$ cat src/rtl/bitmap_wave_player.sv
// Bitmap waveform player: replays a writable column memory onto ROWS lines with
// per-column hold, one-shot/loop/ping-pong modes. Optional macro: BLANK_GAP_EN.
module bitmap_wave_player #(
  parameter  int ROWS   = 12,
  parameter  int COLS   = 32,
  parameter  int HOLD_W = 8,
  localparam int AW     = $clog2(COLS)
) (
  input  logic              clk,
  input  logic              reset,
  input  logic              wr_en,
  input  logic [AW-1:0]     wr_addr,
  input  logic [ROWS-1:0]   wr_data,
  input  logic              start,
  input  logic              stop,
  input  logic [1:0]        mode,
  input  logic [AW:0]       len,
  input  logic [HOLD_W-1:0] hold,
  output logic [ROWS-1:0]   signals,
  output logic              busy,
  output logic              done,
  output logic [AW-1:0]     col_idx
);

`ifdef BLANK_GAP_EN
  typedef enum logic [1:0] {IDLE, PLAY, GAP} state_t;
`else
  typedef enum logic [1:0] {IDLE, PLAY} state_t;
`endif

  state_t            state, state_n;
  logic [ROWS-1:0]   mem [COLS];
  logic [HOLD_W-1:0] cnt, cnt_n, hold_q;
  logic [AW:0]       len_q;
  logic [1:0]        mode_q;
  logic [AW-1:0]     col_n, turn_col;
  logic              dir, dir_n;
  logic              launch, enter, blank, turn, busy_n, done_n;
  logic              len_ok, is_loop, is_pp, last;

  always_ff @(posedge clk) begin
    if (wr_en) mem[wr_addr] <= wr_data;
  end

  assign len_ok  = (len != '0) && (32'(len) <= 32'(COLS));
  assign is_loop = (mode_q == 2'b01);
  assign is_pp   = (mode_q == 2'b10);
  assign last    = ({1'b0, col_idx} == len_q - 1'b1);

  always_comb begin
    state_n  = state;
    col_n    = col_idx;
    cnt_n    = cnt;
    dir_n    = dir;
    busy_n   = busy;
    done_n   = 1'b0;
    launch   = 1'b0;
    enter    = 1'b0;
    blank    = 1'b0;
    turn     = 1'b0;
    turn_col = '0;
    case (state)
      IDLE: begin
        if (start && !stop && len_ok) begin
          launch  = 1'b1;
          state_n = PLAY;
          col_n   = '0;
          cnt_n   = 1;
          dir_n   = 1'b0;
          enter   = 1'b1;
          busy_n  = 1'b1;
        end
      end
      PLAY: begin
        if (stop) begin
          state_n = IDLE;
          col_n   = '0;
          cnt_n   = '0;
          busy_n  = 1'b0;
          blank   = 1'b1;
        end else if (cnt == hold_q) begin
          cnt_n = 1;
          if (is_pp) begin
            // len=1 ping-pong has no turnaround: column 0 is simply re-entered
            if (len_q == 1) begin
              enter = 1'b1;
              col_n = '0;
            end else if (!dir && last) begin
              dir_n = 1'b1; turn = 1'b1; turn_col = col_idx - 1'b1;
            end else if (dir && col_idx == '0) begin
              dir_n = 1'b0; turn = 1'b1; turn_col = col_idx + 1'b1;
            end else begin
              enter = 1'b1;
              col_n = dir ? col_idx - 1'b1 : col_idx + 1'b1;
            end
          end else if (last) begin
            if (is_loop) begin
              turn = 1'b1; turn_col = '0;
            end else begin
              state_n = IDLE;
              col_n   = '0;
              cnt_n   = '0;
              busy_n  = 1'b0;
              done_n  = 1'b1;
              blank   = 1'b1;
            end
          end else begin
            enter = 1'b1;
            col_n = col_idx + 1'b1;
          end
        end else begin
          cnt_n = cnt + 1'b1;
        end
      end
`ifdef BLANK_GAP_EN
      GAP: begin
        if (stop) begin
          state_n = IDLE;
          col_n   = '0;
          cnt_n   = '0;
          busy_n  = 1'b0;
          blank   = 1'b1;
        end else if (cnt == hold_q) begin
          // direction was already flipped on the way in
          state_n = PLAY;
          cnt_n   = 1;
          enter   = 1'b1;
          col_n   = is_loop ? '0 : (dir ? col_idx - 1'b1 : col_idx + 1'b1);
        end else begin
          cnt_n = cnt + 1'b1;
        end
      end
`endif
      default: state_n = IDLE;
    endcase
    if (turn) begin
`ifdef BLANK_GAP_EN
      state_n = GAP;
      blank   = 1'b1;
`else
      enter = 1'b1;
      col_n = turn_col;
`endif
    end
  end

  always_ff @(posedge clk or negedge reset) begin
    if (!reset) begin
      state   <= IDLE;
      col_idx <= '0;
      cnt     <= '0;
      dir     <= 1'b0;
      busy    <= 1'b0;
      done    <= 1'b0;
      signals <= '0;
      mode_q  <= '0;
      len_q   <= '0;
      hold_q  <= '0;
    end else begin
      state   <= state_n;
      col_idx <= col_n;
      cnt     <= cnt_n;
      dir     <= dir_n;
      busy    <= busy_n;
      done    <= done_n;
      // read-first: mem write in the same cycle lands after this sample
      if (enter)      signals <= mem[col_n];
      else if (blank) signals <= '0;
      if (launch) begin
        mode_q <= mode;
        len_q  <= len;
        hold_q <= (hold == '0) ? HOLD_W'(1) : hold;
      end
    end
  end

endmodule

$ cat config.mk
export PLATFORM = sky130hd
export DESIGN_NAME = bitmap_wave_player
export DESIGN_NICKNAME = d
export VERILOG_FILES = /design/src/rtl/bitmap_wave_player.sv
export SDC_FILE = /design/constraint.sdc
export NUM_CORES = 1
export LEC_CHECK = 0
export ABC_AREA = 0
export CORE_UTILIZATION = 40
export CTS_CLUSTER_SIZE = 30
export DETAILED_ROUTE_END_ITERATION = 16
export HOLD_SLACK_MARGIN = 0.06
export PLACE_DENSITY = 0.64
export RECOVER_POWER = 25
export SLEW_MARGIN = 15
export SYNTH_ARGS = -nofsm -noshare
export SYNTH_HDL_FRONTEND = slang
export SYNTH_SLANG_ARGS = --single-unit
export TNS_END_PERCENT = 5
$ cat constraint.sdc
create_clock -name clk -period 4.4 [get_ports clk]
set_input_delay 0.88 -clock clk [delete_from_list [all_inputs] [get_ports clk]]
set_output_delay 0.88 -clock clk [all_outputs]
set_load 0.05 [all_outputs]
## Yosys cells after proc, flatten, opt, wreduce, memory -nomap -nowiden

Memory sizes are Yosys's and may differ from the RTL's.
Index checks and enable logic that the tools add are counted.

| word-level totals | value |
|---|---|
| memories | 1 |
| output and inout bits | 19 |
| bits in registers | 46 |
| RAM bits | 384 |
| bits in latches | 0 |
| logic and storage cells | 130 |
| bits of input ports | 38 |
| bits in read-only memories | 0 |

Memories:

| memory | words | width | read ports | clocked after memory_dff | write ports | line | text |
|---|---|---|---|---|---|---|---|
| mem | 32 | 12 | 1 | 0 | 1 | 32 | `logic [ROWS-1:0] mem [COLS];` |

| operators by class | value |
|---|---|
| $add $sub $neg | 4 |
| equal/unequal tests | 16 |
| magnitude comparators | 1 |
| reduce and logical (&&, ||, !) cells | 17 |
| multiply operators | 0 |
| mux-type cells | 81 |
| bitwise operators | 0 |
| shift operators | 0 |
| divide/modulo/power cells | 0 |

Operator list:

| cell | number |
|---|---|
| two-way mux 5 bit | 18 |
| two-way mux 1 bit | 45 |
| two-way mux 8 bit | 4 |
| two-way mux 12 bit | 2 |
| case mux 8 bit (2 select lines) | 1 |
| inequality test 3 bit (second input constant) | 5 |
| two-way mux 2 bit | 6 |
| inequality test 2 bit (second input constant) | 5 |
| case mux 5 bit (2 select lines) | 1 |
| adder 8 x 1 -> 8 bit (second input constant) | 1 |
| == test 8 bit | 1 |
| zero test 8 bit | 1 |
| AND reduction 7 bit | 1 |
| == test 5 x 6 -> 1 bit | 1 |
| == test 6 x 1 -> 1 bit (second input constant) | 1 |
| less-or-equal comparator 6 bit (second input constant) | 1 |
| case mux 1 bit (2 select lines) | 3 |
| AND reduction 6 bit | 1 |
| nonzero test 6 bit | 1 |
| subtractor 6 x 1 -> 6 bit (second input constant) | 1 |
| adder 5 x 1 -> 5 bit (second input constant) | 1 |
| logical AND 1 bit | 5 |
| zero test 5 bit | 1 |
| AND reduction 5 bit | 1 |
| other kinds (8) | 11 |

## Longest topological paths before layout

Gate-level depths: netlist (run 1).
An unclocked memory read counts as a cell.

| logic depth | value |
|---|---|
| depth in word-level cells | 12 |
| gate-level depth with buffers | 17 |
| depth with buffers taken out | 14 |

## Worst setup path before layout (run 1)

Ideal clock, no wire load.

| timing path | value |
|---|---|
| path type | input -> register |
| from | input len[0] |
| to | register signals[6] |
| required time | 4274 ps |
| arrival | 3617 ps |
| setup slack | 657 ps |
| setup time | 126 ps |
| stages on the path | 11 |
| buffers on the path | 1 |
| cells stage by stage | or4_1 > or3_1 > nand2_1 > o21ai_1 > a32o_1 > a31o_2 > buf_2 > a211oi_1 > a31oi_1 > mux4_2 > a221o_1 |

| on the way | value |
|---|---|
| longest elaborated chain between the ends | 8 |
| elaborated cells between the ends (all ways) | 13 |
| classes of those cells | order compare: 1; mux: 7; reduce/logical: 4; memory: 1 |

Ends and longest elaborated chain:

| what | line | text |
|---|---|---|
| start: declaration | 17 | `input logic [AW:0] len,` |
| less-or-equal comparator 6 bit or nonzero test 6 bit (tied branches) | 45 | `assign len_ok = (len != '0) && (32'(len) <= 32'(COLS));` |
| logical AND 1 bit * | 45 |  |
| logical AND 1 bit * | 64 | `if (start && !stop && len_ok) begin` |
| two-way mux 5 bit | 64 |  |
| case mux 5 bit (2 select lines) | 62 | `case (state)` |
| two-way mux 5 bit | 136 | `if (turn) begin` |
| memory (32 x 12 bit) | -- |  |
| two-way mux 12 bit | 167 | `if (enter) signals <= mem[col_n];` |
| end signal: assignment | 167 |  |
| end: declaration | 19 | `output logic [ROWS-1:0] signals,` |

Mark *: on every way between the ends. The rest lies on a longest branch, timed or not.
A chain may end at the register's enable or synchronous reset.

## Final worst setup path (run 1)

| timing path | value |
|---|---|
| from | input len[0] |
| to | register signals[0] |

Same word-level chain as after synthesis.

==> results of run 1 <==
[report_power, final]
group          leakage (µW)  internal [µW]  switching (µW)
logic               0.00266            271             451
registers           0.00403           4540            84.5
clock network      0.000723           2150            1610
total               0.00741           6970            2140
[per-stage QoR]
stage / utilization / TNS [ns] / power [µW]
after global placement: 0.458 / -4.44 / 5420
after floorplan: - / 0 / 5090
after global routing: 0.491 / 0 / 9390
final: 0.491 / 0 / 9110
after CTS: 0.491 / 0 / 9170
after detailed placement: 0.458 / -4.64 / 5430
[routing by layer]
layer	vias to the layer above	wire length [µm]
met2	373	21600
li1	5509	-
met5	-	0
met1	5954	19700
met3	79	2730
met4	0	1320
[worst max-delay path by stage]
| stage | start | endpoint | slack, ns |
|---|---|---|---|
| final | len[0] | signals[0]$_DFFE_PN0P_ | 0.15 |
| after global routing | len[0] | signals[0]$_DFFE_PN0P_ | 0.01 |
| after CTS | len[0] | signals[5]$_DFFE_PN0P_ | 0.03 |
| after detailed placement | len[0] | signals[0]$_DFFE_PN0P_ | -0.66 |
| after global placement | len[0] | signals[0]$_DFFE_PN0P_ | -0.58 |
| after floorplan | len[0] | signals[6]$_DFFE_PN0P_ | 0.66 |
[sequential cells by signal, indices dropped and copies added, names as in the netlist]
| register | count |
|---|---|
| signals | 12 |
| done | 1 |
| dir | 1 |
| mode_q | 2 |
| len_q | 6 |
| cnt | 8 |
| busy | 1 |
| col_idx | 5 |
| hold_q | 8 |
| mem | 384 |
[timing repair]
| action | CTS | global route |
|---|---|---|
| endpoints found under the setup margin | 1 | 3 |
| gates resized for setup | 1 | 5 |
| pin swaps | 0 | 1 |
| buffers inserted | 0 | 2 |
[worst max-delay path: stages]
cell,delay (ns)
clkdlybuf4s50_1,0.41
or4_1,0.56
or3_1,0.39
buf_4,0.15
nand2_1,0.08
o21ai_1,0.13
a32o_1,0.25
a31o_4,0.25
buf_12,0.17
buf_12,0.18
buf_12,0.15
a211oi_1,0.21
a311oi_1,0.11
a21oi_1,0.20
o21ai_2,0.14
or3b_1,0.40
[final cells by class]
class,instances,area [µm²],area share
Clock buffer,63,1270,0.0580
Clock inverter,23,216,0.00992
Inverter,11,48.8,0.00224
Multi-Input combinational cell,827,5060,0.232
Sequential cell,428,12600,0.579
Tap cell,592,741,0.0340
Timing Repair Buffer,208,1850,0.0847
[cells in the final DEF, fill, tap and decap left out, types with 4 or more instances in the layout]
cell type / instances
ha_1: 6
xnor2_1: 15
o22ai_1: 11
nand2b_1: 6
a211oi_1: 98
inv_1: 9
nor2_1: 59
a32o_1: 4
nand2_1: 230
mux2_2: 12
clkinv_2: 9
and3_1: 5
dlygate4sd3_1: 8
a211o_1: 4
edfxtp_1: 384
buf_12: 15
nor2b_1: 6
a311oi_1: 51
nor3_1: 5
and2_1: 93
clkbuf_1: 23
a21oi_1: 45
clkinv_1: 7
nand3b_1: 7
o21bai_1: 8
clkbuf_16: 47
clkdlybuf4s50_1: 46
o21ai_0: 23
nand3_1: 12
buf_4: 127
a31oi_1: 46
xor2_1: 4
nand4_1: 4
dfrtp_1: 44
or3_1: 6
or3b_1: 8
[cells by family (layout without fill, tap and decap cells)]
kind of cell               Yosys count  in the layout
muxes                               17             17
DFF                                428            428
adders and majority gates            6              6
xor gates and xnor gates            19             19
AOI/OAI and AO/OA                  326            326
and+or+nand+nor                    459            459
buffers and inverters               99            305
==> results.toml, run 1 <==
[run_status]
status = "finished, violations left"
violations = "max-capacitance violations, max-slew violations"

[route]
drt_iter0_drc = 1078
drtAntennaViolNets = 0
vias_per_cell = 5.54
routed_wl_um = 45400
wl_per_cell_um = 21.1
vias = 11900
drc = 0
dr.pass1.iters = 5

[timing]
hold_viol_final = 0
fin_hold_ws_ns = 0.535
setup_ws_ns = 0.148
fin_crit_sh = 0.966
fmax_mhz = 235
drv_slew = 342
rsz0062_at_grt = "false"
period_needed_ns = 4.25
tightest_slew_ns = 2.81
setup_viol = 0
skew_ns = 0.0306
relSlewSlack = -0.874

[global_route]
grt_use_total = 0.197
grtUsageMet1 = 0.266
grt_max_degree = 59
antenna_found_initial = 1
grt_pass1_wl_um = 69300
gr-total-overflow = 0
grtUsageMet3 = 0.0309
grt.met2_usage = 0.324
grt_pass1_vias = 11700
grt_busiest_layer = "met2"

[synthesis]
synth_compound_area_frac = 0.131
synthAdderAreaFrac = 0.00415
synthArstFlopShare = 0.103
synth_area_per_cell_um2 = 13.4
yosysMostFrequentCell = "edfxtp_1"
synth_top_cell_area_share = 0.637
synth_edf_count = 384
synth_top_family_by_area = "compound AO/OA/AOI/OAI gates"
synth_area_leaders = "edfxtp_1 (64%), dfrtp_1 (6.1%), nand2_1 (4.8%)"
ys_warn_count = 0
yosys.area.top_type = "edfxtp_1"
syn_inst = 1354
syn_area_um2 = 18100
synthFlopType = "edfxtp_1"
synth-xor-area-share = 0.00919
synth_cell_types = 71
synthSimpleGateAreaFrac = 0.121
synth_mux_area_frac = 0.0123
syn-num-nets = 1398
ys_ff_latch = 428
synth_top_cells_by_count = "edfxtp_1 (384), nand2_1 (230), a211oi_1 (98)"
yosysSeqAreaShare = 0.698

[critical_path]
cp_max_fo = 28
r2r_slack_ns = 0.33
end_kind = "flop"
r2r_start = "len_q[0]$_DFFE_PN0P_"
required_ns = 4.86
startpoint_type = "input port"
criticalPathCategory = "in2reg"
worstRegToRegCells = 15
r2r_end = "signals[10]$_DFFE_PN0P_"
arrival_ns = 4.71

[clocking]
h-tree-depth = 2
clock_latency_ns = 0.59
clk_pin_slew_worst_paths_ns = 0.06
cts_tree = "yes"
cts_buffers = 46
hold_buffers = 0
cts_max_path_buffers = 3
cts_root_buf = "clkbuf_16"
clock_sinks = 428

[run]
cap_violations = 10

[hold_path]
min_from = "hold_q[2]$_DFFE_PN0P_"
hold_path_class = "reg2reg"
hold_end = "hold_q[2]$_DFFE_PN0P_"
min_path_cells = 1

[layout]
fin_nets = 1566
area_growth_pct = 20.5
final_cell_area_um2 = 21800
antenna_cells = 0
fin_cells = 2152
layout-drive-gt1-share = 0.158
fillers = 3793

[die]
coreArea_um2 = 44400
start_util = 0.408
die_y_um = 215
ioPinCount = 57
rows = 77
die_x_um = 215
floorplan.die_area_um2 = 46100

[place]
port_buffers = 56
dpl.cell_count = 2064
pre_cts_ws_ns = -0.657
placed_cell_area_um2 = 20300
place.gp.congestion = 0.882
hpwl_um = 28500

[power_and_ir_drop]
leakagePower_uw = 0.00741
power.density_nw_per_um2 = 418
max-vdd-ir-drop_mv = 0.297
(Power assumes the default switching activity.)
==> inputs of run 2 (changes only) <==
- PLACE_DENSITY: 0.64 -> not set
==> results.toml, run 2 (same netlist as run 1, synthesis figures left out) <==
[hold_path]
hold_path_class = "reg2reg"

[power_and_ir_drop]
leakagePower_uw = 0.00747
power.share.switching = 0.234
total_power_uw = 9140
pwr-share-comb = 0.080
sequentialPowerShare = 0.507
max-vdd-ir-drop_mv = 0.241
power.density_nw_per_um2 = 418
p_sw_uw = 2140
internal_power_uw = 7000
clkPwrFrac = 0.414

[global_route]
grt_use_total = 0.204
grt_max_degree = 46
grt_pass1_wl_um = 71700
antenna_found_initial = 0
grt.met2_usage = 0.330
grt_pass1_vias = 11900
gr-total-overflow = 0
grtUsageMet1 = 0.281
grtUsageMet3 = 0.0334
grt_busiest_layer = "met2"

[layout]
post-route-util = 0.492
final_cell_mix = "edfxtp_1 (384), nand2_1 (230), buf_4 (139)"
fin_nets = 1577
antenna_cells = 0
regMostFlops = "mem"
layout-drive-gt1-share = 0.164
largest_registers = "mem (384), signals (12)"
layout_commonest_cell = "edfxtp_1"
fillers = 3867
area_growth_pct = 20.8
largest_register_ffs = 384

[timing]
skew_ns = 0.0218
setup_viol = 0
fmax_mhz = 232
fin_hold_ws_ns = 0.530
fin_crit_sh = 0.982
rsz0062_at_grt = "true"
tightest_slew_ns = 2.63
drv_slew = 342
relSlewSlack = -0.753
period_needed_ns = 4.32
hold_viol_final = 0

[run]
cap_violations = 10

[route]
routed_wl_um = 47000
dr.pass1.iters = 5
wl_per_cell_um = 21.8
drtAntennaViolNets = 0
drc = 0
drt_iter0_drc = 1176
vias = 12000
vias_per_cell = 5.57

[die]
start_util = 0.408
die_y_um = 215
ioPinCount = 57
rows = 77
die_x_um = 215
coreArea_um2 = 44400
floorplan.die_area_um2 = 46100

[critical_path]
cp_max_fo = 20
end_kind = "flop"
arrival_ns = 4.78
criticalPathCategory = "in2reg"
required_ns = 4.86
startpoint_type = "input port"

[clocking]
cts_max_path_buffers = 3
cts_buffers = 45
hold_buffers = 0
clk_pin_slew_worst_paths_ns = 0.06
h-tree-depth = 2
cts_tree = "yes"
cts_root_buf = "clkbuf_16"
post-cts-setup-buffers = 0
clock_latency_ns = 0.59
clock_sinks = 428

[run_status]
violations = "max-capacitance violations, max-slew violations"
status = "finished, violations left"

[place]
place.gp.congestion = 0.914
hpwl_um = 29800
port_buffers = 56
==> run 2: cell types whose count changed in the layout (fill, tap and decap cells not counted), moves of 2 or more <==
cell / before / now
clkinv_1: 7 / 5
clkbuf_8: 3 / 0
clkinv_16: 2 / 0
buf_4: 127 / 139
clkinv_4: 0 / 2
bufinv_16: 2 / 5
clkbuf_1: 23 / 18
clkbuf_16: 47 / 45
==> run 2: layer usage <==
layer / vias up / part of all wire
met5: - / 0
met4: 0 / 0.027
met3: 75 / 0.065
met2: 434 / 0.46
met1: 5987 / 0.44
li1: 5519 / -
==> run 2: final cells by class <==
type | count | area (µm²) | share of cell area
inverter | 11 | 46.3 | 0.00212
sequential | 428 | 12600 | 0.578
multi-input combinational | 827 | 5060 | 0.231
clock inverter | 27 | 289 | 0.0132
clock buffer | 53 | 1160 | 0.0529
timing repair buffer | 220 | 1950 | 0.0892
tap | 592 | 741 | 0.0339
==> run 2: worst paths after layout <==
kind / from / to / slack, ns / cells after the start
worst max register to register: len_q[0]$_DFFE_PN0P_ / signals[8]$_DFFE_PN0P_ / 0.19 / 16
worst min-delay path: hold_q[2]$_DFFE_PN0P_ / hold_q[2]$_DFFE_PN0P_ / 0.53 / 1
worst max-delay path: len[0] / signals[8]$_DFFE_PN0P_ / 0.08 / 15
max in group asynchronous: reset / signals[6]$_DFFE_PN0P_ / 1.79 / 1
min in group asynchronous: reset / mode_q[0]$_DFFE_PN0P_ / 1.12 / 1
worst min register to register: hold_q[2]$_DFFE_PN0P_ / hold_q[2]$_DFFE_PN0P_ / 0.53 / 1
==> run 2: worst max-delay path: stages <==
cell             delay (ns)
clkdlybuf4s50_1        0.42
or4_1                  0.58
or3_1                  0.45
nand2_1                0.13
o21ai_1                0.08
buf_4                  0.17
a32o_1                 0.21
a31o_4                 0.25
buf_4                  0.23
buf_4                  0.23
a211oi_1               0.19
a31oi_1                0.07
a21oi_1                0.21
o22ai_1                0.24
or3b_1                 0.42
==> run 2: what timing repair did <==
item | CTS | global route
hold endpoints to repair | 0 | 0
resized for setup | 0 | 1
endpoints found under the setup margin | 0 | 3
==> run 2: stage by stage <==
step | cells | setup WS, ns | setup TNS [ns] | cell area (µm²)
floorplan | 1354 | 0.657 | 0 | 18100
global placement | 2078 | -0.527 | -4.36 | 20500
detailed placement | 2078 | -0.565 | -4.94 | 20500
CTS | 2158 | 0.0555 | 0 | 21900
global route | 2158 | -0.0191 | -0.0317 | 21900
finish | 2158 | 0.0812 | 0 | 21900
==> run 2: power by group through the flow <==
stage	Combinational, µW	Sequential [µW]	Clock [µW]
2_1_floorplan	327	4760	0
3_3_place_gp	723	4710	0
3_5_place_dp	731	4710	0
4_1_cts	736	4630	3840
5_1_grt	782	4640	3990
6_report	727	4630	3780
==> inputs of run 3 (changes only) <==
- CAP_MARGIN: not set -> 30
==> results.toml, run 3 (same netlist as run 1, synthesis figures left out) <==
[run_status]
status = "finished, violations left"
violations = "max-capacitance violations, max-slew violations"

[layout]
final_cell_mix = "edfxtp_1 (384), nand2_1 (230), buf_4 (140)"
fillers = 3825
largest_register_ffs = 384
seq_area_um2 = 12600
layout-drive-gt1-share = 0.165
post-route-util = 0.495
largest_registers = "mem (384), signals (12)"
multi_input_area_um2 = 5070
area_growth_pct = 21.4
fin_nets = 1579
regMostFlops = "mem"
antenna_cells = 0
layout_commonest_cell = "edfxtp_1"

[clocking]
cts_root_buf = "clkbuf_16"
h-tree-depth = 2
cts-resized-gates = 0
post-cts-setup-buffers = 0
clk_pin_slew_worst_paths_ns = 0.06
clock_latency_ns = 0.58
cts_buffers = 45
clock_sinks = 428
cts_tree = "yes"
hold_buffers = 0
cts_max_path_buffers = 3

[route]
dr.pass1.iters = 5
drtAntennaViolNets = 0
drc = 0
vias = 11900
drt_iter0_drc = 1182
wl_per_cell_um = 21.6
vias_per_cell = 5.52
routed_wl_um = 46700

[timing]
setup_viol = 0
drv_slew = 264
setup_ws_ns = 0.0989
fin_crit_sh = 0.978
period_needed_ns = 4.30
hold_viol_final = 0
fmax_mhz = 232
relSlewSlack = -0.192
tightest_slew_ns = 1.79
rsz0062_at_grt = "false"
skew_ns = 0.0183

[place]
pre_cts_ws_ns = -0.519
port_buffers = 56
place.gp.congestion = 0.914
hpwl_um = 30000

[critical_path]
startpoint_type = "input port"
r2r_end = "signals[8]$_DFFE_PN0P_"
cp_max_fo = 20
crit_slowest_cell = "or4_1"
critical_path.endpoint = "signals[8]$_DFFE_PN0P_"
cp_common_cell = "buf_4"
criticalPathCategory = "in2reg"
critical_path.startpoint = "len[0]"
end_kind = "flop"
cp_cell_sequence = "clkdlybuf4s50_1 -> or4_1 -> or3_1 -> nand2_1 -> o21ai_1 -> buf_4 -> a32o_1 -> a31o_4 -> buf_4 -> buf_4 -> a211oi_1 -> a31oi_1 -> a21oi_1 -> o22ai_2 -> or3b_1"
required_ns = 4.85
r2r_slack_ns = 0.24
worstRegToRegCells = 16
r2r_start = "len_q[0]$_DFFE_PN0P_"
cpPeakStageDelay_ns = 0.58
arrival_ns = 4.75

[power_and_ir_drop]
p_sw_uw = 2130
clkPwrFrac = 0.421
power.share.switching = 0.230
internal_power_uw = 7130
sequentialPowerShare = 0.500
total_power_uw = 9260
max-vdd-ir-drop_mv = 0.317
leakagePower_uw = 0.00750
power.density_nw_per_um2 = 422
pwr-share-comb = 0.079

[hold_path]
min_path_cells = 1
hold_path_class = "reg2reg"

[global_route]
antenna_found_initial = 0
grt_use_total = 0.203
grt_pass1_vias = 11800
gr-total-overflow = 0
grt_pass1_wl_um = 71400
grt_max_degree = 46

[die]
die_y_um = 215
ioPinCount = 57
die_x_um = 215
rows = 77
start_util = 0.408
coreArea_um2 = 44400
floorplan.die_area_um2 = 46100

[run]
cap_violations = 8
==> run 3: changes by cell type in the layout (fill, tap and decap cells not counted), moves of 2 or more <==
cell	delta
clkinv_1	-2
clkinv_2	-4
clkinvlp_4	+2
clkbuf_1	+6
clkbuf_8	+3
inv_6	-3
==> run 3: how the worst min path moves through the flow <==
stage,slack [ns],from,endpoint
after global placement,0.52,hold_q[2]$_DFFE_PN0P_,hold_q[2]$_DFFE_PN0P_
after global routing,0.56,hold_q[2]$_DFFE_PN0P_,hold_q[2]$_DFFE_PN0P_
after CTS,0.30,reset,len_q[5]$_DFFE_PN0P_
after detailed placement,0.52,hold_q[7]$_DFFE_PN0P_,hold_q[7]$_DFFE_PN0P_
after floorplan,0.50,cnt[2]$_DFFE_PN0P_,cnt[2]$_DFFE_PN0P_
final,0.53,hold_q[2]$_DFFE_PN0P_,hold_q[2]$_DFFE_PN0P_
==> run 3: metrics by stage <==
step	std cells	cell area [µm²]	TNS [ns]	hold WS, ns
detailed placement	2080	20500	-4.60	0.522
CTS	2163	22000	0	0.303
global placement	2078	20500	-4.36	0.519
global route	2163	22000	0	0.562
floorplan	1354	18100	0	0.499
finish	2163	22000	0	0.530
==> run 3: final cells by class <==
| class | instances | area share |
|---|---|---|
| clock buffer | 61 | 0.0554 |
| multi-input combinational | 827 | 0.231 |
| tap | 592 | 0.0337 |
| inverter | 11 | 0.00222 |
| clock inverter | 22 | 0.0137 |
| timing repair buffer | 222 | 0.0893 |
| sequential | 428 | 0.575 |
==> run 3: layer usage <==
metal,up-vias,wire [µm],GRT usage
li1,5525,-,-
met1,5939,20900,0.284
met2,390,21600,0.325
met3,76,2960,0.0328
met4,0,1240,0.0631
met5,-,0,0
==> run 3: worst max-delay path, delay by kind of cell <==
family | cells | cell delay, ns
buffers and inverters | 4 | 1.07
AND/OR/NAND/NOR | 4 | 1.53
AO/OA/AOI/OAI | 7 | 1.25
==> run 3: power groups by stage <==
stage               clock [µW]  sequential (µW)  combinational [µW]
floorplan                    0             4760                 327
global placement             0             4710                 723
detailed placement           0             4710                 733
CTS                       3960             4630                 737
global route              4110             4640                 791
finish                    3900             4630                 736
